File: src/rtl/memory_in_stream.sv
`default_nettype none
// ============================================================================
// Module     : memory_in_stream
// Description: Local bank of DEPTH words, preloaded by the host over a simple
//              write port. On start, words 0..dat_num are streamed out over a
//              valid/ready interface at up to one word per clock. done pulses
//              for one cycle once the last word has been accepted.
// Ports      : clk, rst_n           - clock, async active-low reset
//              dat_num              - index of last word of the burst (sampled on start)
//              ld_vld/ld_addr/ld_dat - preload write port (legal at any time)
//              start / busy         - burst command / burst in progress
//              out_vld/out_rdy/out_dat - streamed word handshake
//              done                 - one-cycle pulse after the final transfer
// Revision   : 1.0 - initial release
// ============================================================================
module memory_in_stream #(
  parameter int WIDTH      = 256,
  parameter int DEPTH      = 8,
  parameter int log2_DEPTH = 3
) (
  input  logic                  clk,
  input  logic                  rst_n,
  input  logic [log2_DEPTH-1:0] dat_num,
  input  logic                  ld_vld,
  input  logic [log2_DEPTH-1:0] ld_addr,
  input  logic [WIDTH-1:0]      ld_dat,
  input  logic                  start,
  output logic                  busy,
  output logic                  out_vld,
  input  logic                  out_rdy,
  output logic [WIDTH-1:0]      out_dat,
  output logic                  done
);

  typedef enum logic [1:0] {
    IDLE   = 2'd0,
    STREAM = 2'd1,
    LAST   = 2'd2
  } state_t;

  state_t                state, state_nx;
  logic [WIDTH-1:0]      bank [DEPTH];
  logic [log2_DEPTH-1:0] rd_addr, rd_addr_nx;
  logic [log2_DEPTH-1:0] dat_num_r, dat_num_r_nx;
  logic [WIDTH-1:0]      out_dat_nx;
  logic                  out_vld_nx;
  logic                  done_nx;
  logic                  adv;

  // Bank is never reset. Non-blocking write means a read of the same address
  // on the same edge sees the previous contents.
  always_ff @(posedge clk) begin
    if (ld_vld) begin
      bank[ld_addr] <= ld_dat;
    end
  end

  always_ff @(posedge clk or negedge rst_n) begin
    if (!rst_n) begin
      state     <= IDLE;
      rd_addr   <= '0;
      dat_num_r <= '0;
      out_dat   <= '0;
      out_vld   <= 1'b0;
      done      <= 1'b0;
    end else begin
      state     <= state_nx;
      rd_addr   <= rd_addr_nx;
      dat_num_r <= dat_num_r_nx;
      out_dat   <= out_dat_nx;
      out_vld   <= out_vld_nx;
      done      <= done_nx;
    end
  end

  // The output register refills whenever it is empty or being drained.
  assign adv = ~out_vld | out_rdy;

  always_comb begin
    state_nx     = state;
    rd_addr_nx   = rd_addr;
    dat_num_r_nx = dat_num_r;
    out_dat_nx   = out_dat;
    out_vld_nx   = out_vld;
    done_nx      = 1'b0;
    case (state)
      IDLE: begin
        if (start) begin
          out_dat_nx   = bank[0];
          out_vld_nx   = 1'b1;
          rd_addr_nx   = log2_DEPTH'(1);
          dat_num_r_nx = dat_num;
          state_nx     = (dat_num == '0) ? LAST : STREAM;
        end
      end
      STREAM: begin
        if (adv) begin
          out_dat_nx = bank[rd_addr];
          out_vld_nx = 1'b1;
          // Wraps to 0 after the final index of a full-bank burst; the
          // wrapped address is never used for a read.
          rd_addr_nx = rd_addr + log2_DEPTH'(1);
          if (rd_addr == dat_num_r) begin
            state_nx = LAST;
          end
        end
      end
      LAST: begin
        if (out_rdy) begin
          out_vld_nx = 1'b0;
          done_nx    = 1'b1;
          rd_addr_nx = '0;
          state_nx   = IDLE;
        end
      end
      default: begin
        state_nx   = IDLE;
        out_vld_nx = 1'b0;
        rd_addr_nx = '0;
      end
    endcase
  end

  assign busy = (state != IDLE);

endmodule
`default_nettype wire

File: config.mk
export PLATFORM = sky130hd
export DESIGN_NAME = memory_in_stream
export DESIGN_NICKNAME = d
export VERILOG_FILES = /design/src/rtl/memory_in_stream.sv
export SDC_FILE = /design/constraint.sdc
export NUM_CORES = 2
export LEC_CHECK = 0
export CORE_MARGIN = 2
export CORE_UTILIZATION = 47
export CTS_BUF_LIST = sky130_fd_sc_hd__clkbuf_16
export DETAILED_ROUTE_END_ITERATION = 12
export PLACE_DENSITY_LB_ADDON = 0.08
export SLEW_MARGIN = 20
export SYNTH_ARGS = -nofsm -noshare
export SYNTH_HDL_FRONTEND = slang
export SYNTH_SLANG_ARGS = --single-unit
File: constraint.sdc
create_clock -name clk -period 2.2 [get_ports clk]
set_input_delay 0.66 -clock clk [delete_from_list [all_inputs] [get_ports clk]]
set_output_delay 0.66 -clock clk [all_outputs]
set_load 0.02 [all_outputs]
* Word-level counts from Yosys, hierarchy flattened *
Memories as Yosys holds them, arrays and structs flattened.
Cells that the tools add are included.

storage, ports and cells
  bits in registers = 266
  memory bits (writable) = 2,048
  output and inout bits = 259
  memories kept = 1

memories
  name  depth  bits a word  rd ports  clocked after Yosys merged registers in  wr ports  line  text
  bank  8      256          2         0                                        1         42    logic [WIDTH-1:0] bank [DEPTH];

cells by class
  $add $sub $neg = 1
  eq/ne operators = 7
  mux-type cells = 21
  bitwise logic cells = 2
  reductions and logical operators = 8

operators with widths
  operator                                              count
  2-to-1 mux 256 bit                                    2
  case mux 256 bit (2 select lines)                     1
  2-to-1 mux 2 bit                                      5
  2-to-1 mux 3 bit                                      3
  case mux 3 bit (3 select lines)                       1
  != test 2 bit (second input constant)                 4
  2-to-1 mux 1 bit                                      7
  case mux 2 bit (3 select lines)                       1
  AND reduction 3 bit                                   2
  AND reduction 4 bit                                   1
  nonzero test 2 bit                                    2
  adder 3 x 1 -> 3 bit (second input constant)          1
  equality test 3 bit                                   1
  logical NOT 3 bit                                     1
  case mux 1 bit (3 select lines)                       1
  equality test 2 x 1 -> 1 bit (second input constant)  1
  equality test 2 bit (second input constant)           1
  logical NOT 2 bit                                     1
  AND reduction 2 bit                                   1
  NOT 1 bit                                             1
  bitwise OR 1 bit                                      1

* Depth between registers and ports, before layout *
  word-level depth = 4
  mapped depth = 7
  gate-level depth less buffers = 4

* Least setup slack after synthesis *
No wires, ideal clock.

  path type = input to register
  start = input port ld_addr[2]
  end = memory bank[0][0] (enable)
  library setup time = 1,190 ps
  data arrival time = 18,233 ps
  path slack = -17,223 ps
  stages on the path = 1
  path buffers = 0
  path through = nor3_1

RTL lines
  element             line  text
  start: declaration  25    input logic [log2_DEPTH-1:0] ld_addr,
  end: declaration    42

No word-level cell before the write port.

* Worst setup path after layout *
  start = register state[0]
  end = output port busy

between the ends
  longest elaborated chain between the ends = 1

ends and longest elaborated chain
  element                   line  text
  start: declaration        41    state_t state, state_nx;
  start signal: assignment  67    state <= state_nx;
  nonzero test 2 bit        124   assign busy = (state != IDLE);
  end: declaration          28    output logic busy,

Every way passes these cells.

==> summary.md <==
| Metric | Value |
|---|---|
| Max Transition Viols Final | 0 |
| Drc violations | 0 |
| End-of-flow core utilization | 58.04% |
| Post-route clock skew | 0.02767 ns |
| Clock tree from TritonCTS | built |
| Worst R2R End | out_dat[214] |
| Die footprint | 193000 um^2 |
| Vias per Instance | 5.697 |
| Clock latency on the worst-skew pair | 0.86 ns |
| Flop and latch count out of synthesis | 2314 |
| Biggest fanout along the worst timing path | 2 |
| Unique masters post-synth | 31 |
| Number of cells on the worst reg-to-reg path | 8 |
| Cells along the critical path | or2_4, buf_8 |
| Number of buffers on the longest clock path | 3 |
| Weighted congestion at the end of routability-driven global placement | 0.7507 |
| Least-Margin Pin Slew | 0.8760 ns |
| Part of the cycle the worst path needs | 107.9% |
| Flop-to-flop setup slack | 0.07 ns |
| Half-perimeter wire length after detailed placement | 134900 um |
| Number of buffers added by the clock tree synthesis step | 234 |
| Synthesized instance count | 4160 |
| Area added between synthesis and finish | 22.52% |
| Slowest CP cell | sky130_fd_sc_hd__dfrtp_4 |
| Fmax achieved | 0.4214 GHz |
| Count of TritonRoute iterations in the first routing pass | 5 |
| First-iteration detailed-routing DRC count | 3255 |
| Crit Path Category | reg -> out |
| Required time at the worst-slack endpoint | 1.54 ns |
| Cell Pwr Density | 1291 nW/um^2 |
| GRT Overall Usage | 22.32% |
| Number of synthesized flops with an enable pin | 2048 |
| RSZ-0062 raised after global routing | true |
| Number of input and output port buffers inserted | 525 |
| Die outline height | 439.3 um |
| Leakage power | 37.03 nW |
| Maximum single-stage delay on the critical path | 0.47 ns |
| Arrival time worst endpoint | 1.71 ns |
| Final Critical Period | 2.373 ns |
| Final WS setup | -0.1728 ns |
| Clock-pin slew on the worst setup and hold paths | 0.06 ns |
| Failing checks | negative setup slack |
| Synth warn | 0 |
| Family of cells with the greatest summed delay on the critical path | flip-flops |
| Clock sink count | 2314 |
| DR vias | 44.38k |
| Most used cells in the layout excluding fill and tap cells | sky130_fd_sc_hd__edfxtp_1, sky130_fd_sc_hd__mux4_2, sky130_fd_sc_hd__inv_1 |
| CP Launch Type | flip-flop |
| Drt total wl | 215500 um |
| Residual antenna-violating net count after detailed routing | 0 |
| Share of final-layout standard cells stronger than drive strength 1 | 30.39% |
| Leading cell type in the layout, fill and taps excluded | sky130_fd_sc_hd__edfxtp_1 |
| Wire length per cell | 27.66 um |
| Status | finished, violations left |
| Worst supply voltage drop on vdd | 0.9779 mV |
| Share of synthesized registers carrying an async set or reset | 11.50% |
| Post-Synthesis Mean Instance Area | 21.41 um^2 |
| Maximum number of pins on one net before global-route repair | 125 |
| Effective utilization at floorplan | 47.37% |
| Multi-input gate area | 18710 um^2 |
| Die Span X | 439.3 um |
| Placement row count | 159 |
| Final Hold Vio Count | 0 |
| Filler Cell Count | 14.04k |
| Critical path buffers and inverters | 1 |
| Final total power | 140.9 mW |
| Classification of the worst-slack hold path | in -> async |
| Total of max-cap violations | 0 |
| Synth Cell Area | 89060 um^2 |
| Post-synth net total | 4428 |
| Number of nets in the layout | 5338 |
| Clock root buffer | sky130_fd_sc_hd__clkbuf_16 |
| Vias in the first global route | 46.61k |
| Max transition margin | 41.60% |
| Number of antenna violations at the first check in global routing | 50 |
| Count of H-tree levels built during CTS | 4 |
| Crit path capture type | output pin |
| Fraction of the yosys area taken by sequential cells | 76.53% |
| Seq. cell area | 68240 um^2 |
| Core region area | 188000 um^2 |
| Launch instance of the worst register-to-register path | rd_addr[0] |
| Post-route standard cell area excluding fillers | 109100 um^2 |
| Top-Level Pins | 526 |
| Final setup vio count | 1 |
| Most used flip-flop cell after synthesis | sky130_fd_sc_hd__edfxtp_1 |
| Wire length of the first global-routing pass | 315600 um |
| Overflow left after global routing | 0 |
| Placement-stage cell area | 101400 um^2 |
## cell type report
type | count | share of cell area (%)
diodes | 12 | 0.02752
clock inverters | 210 | 1.711
multi-input cells | 1329 | 17.15
flip-flops and latches | 2314 | 62.53
clock buffers | 238 | 5.458
inverters | 258 | 0.8875
repair buffers | 933 | 9.371
well taps | 2495 | 2.861
## metal layers
metal	GRT usage (%)	routed length (um)
met1	29.37	87760
met2	38.28	111800
met3	3.711	9701
met4	6.701	5954
met5	0	204
## cell usage after synthesis (all sizes together) (2+ instances only)
| cell | count | area [um^2] |
|---|---|---|
| o21ai | 3 | 15.01 |
| mux2 | 4 | 45.04 |
| xnor2 | 3 | 26.28 |
| o21a | 256 | 1922 |
| o221ai | 256 | 2242 |
| o22ai | 2 | 12.51 |
| nand2 | 6 | 22.52 |
| nor3 | 4 | 20.02 |
| edfxtp | 2048 | 61500 |
| inv | 258 | 968.4 |
| clkbuf | 98 | 367.9 |
| dfrtp | 266 | 6656 |
| buf | 161 | 1018 |
| nor2 | 12 | 45.04 |
| mux4 | 512 | 11530 |
| nand2b | 5 | 31.28 |
| mux2i | 256 | 2562 |
## where the power goes
part	total [mW]	leakage, nW	switching, mW	internal (mW)
combinational	45.8	11.4	23.1	22.7
clock	40.0	4.04	16.8	23.2
sequential	55.1	21.6	3.00	52.1
total	141	37.0	42.9	98.0
## how the worst max path moves through the flow
stage / start / cells after the start / slack [ns] / endpoint
2_1_floorplan: ld_addr[0] / 2 / -5.19 / bank[0][0]
3_3_place_gp: out_rdy / 7 / -0.74 / out_dat[208]
3_5_place_dp: out_rdy / 7 / -0.79 / out_dat[47]
4_1_cts: state[0] / 2 / -0.26 / busy
5_1_grt: state[0] / 2 / -0.25 / busy
6_report: state[0] / 2 / -0.17 / busy
## repair_timing
item / 4_1_cts / 5_1_grt
endpoints found under the hold margin: 103 / 0
resized for setup: 1216 / 27
setup endpoints to repair: 337 / 61
buffers inserted: 15 / 12
pin swaps: 1 / 0
gates cloned: 0 / 7
hold buffers: 1 / 0
## registers in the layout, indices dropped and copies added, names as in the netlist
| register | count |
|---|---|
| state | 2 |
| dat_num_r | 3 |
| rd_addr | 3 |
| bank | 2048 |
| out_vld | 1 |
| done | 1 |
| out_dat | 256 |
## cell families (layout without fill, tap and decap cells)
family,Yosys count,in the layout,share of synthesized area [%]
flops,2314,2314,76.53
simple gates,31,31,0.1630
fa+ha+maj,1,1,0.01405
other cells,0,12,0
buf+inv,517,1639,2.644
mux,772,772,15.88
xor+xnor,3,3,0.02951
compound gates,522,522,4.748
## stage by stage
step	hold slack [ns]	setup slack (ns)	setup TNS, ns	instances
floorplan	0.3644	-5.192	-6983.90	4160
global placement	0.4719	-0.7436	-724.75	7294
detailed placement	0.4795	-0.7912	-703.39	7294
CTS	0.1586	-0.2569	-0.3659	7758
global route	0.1782	-0.2489	-0.3208	7787
finish	0.2312	-0.1728	-0.1728	7789
(Power assumes the default switching activity.)
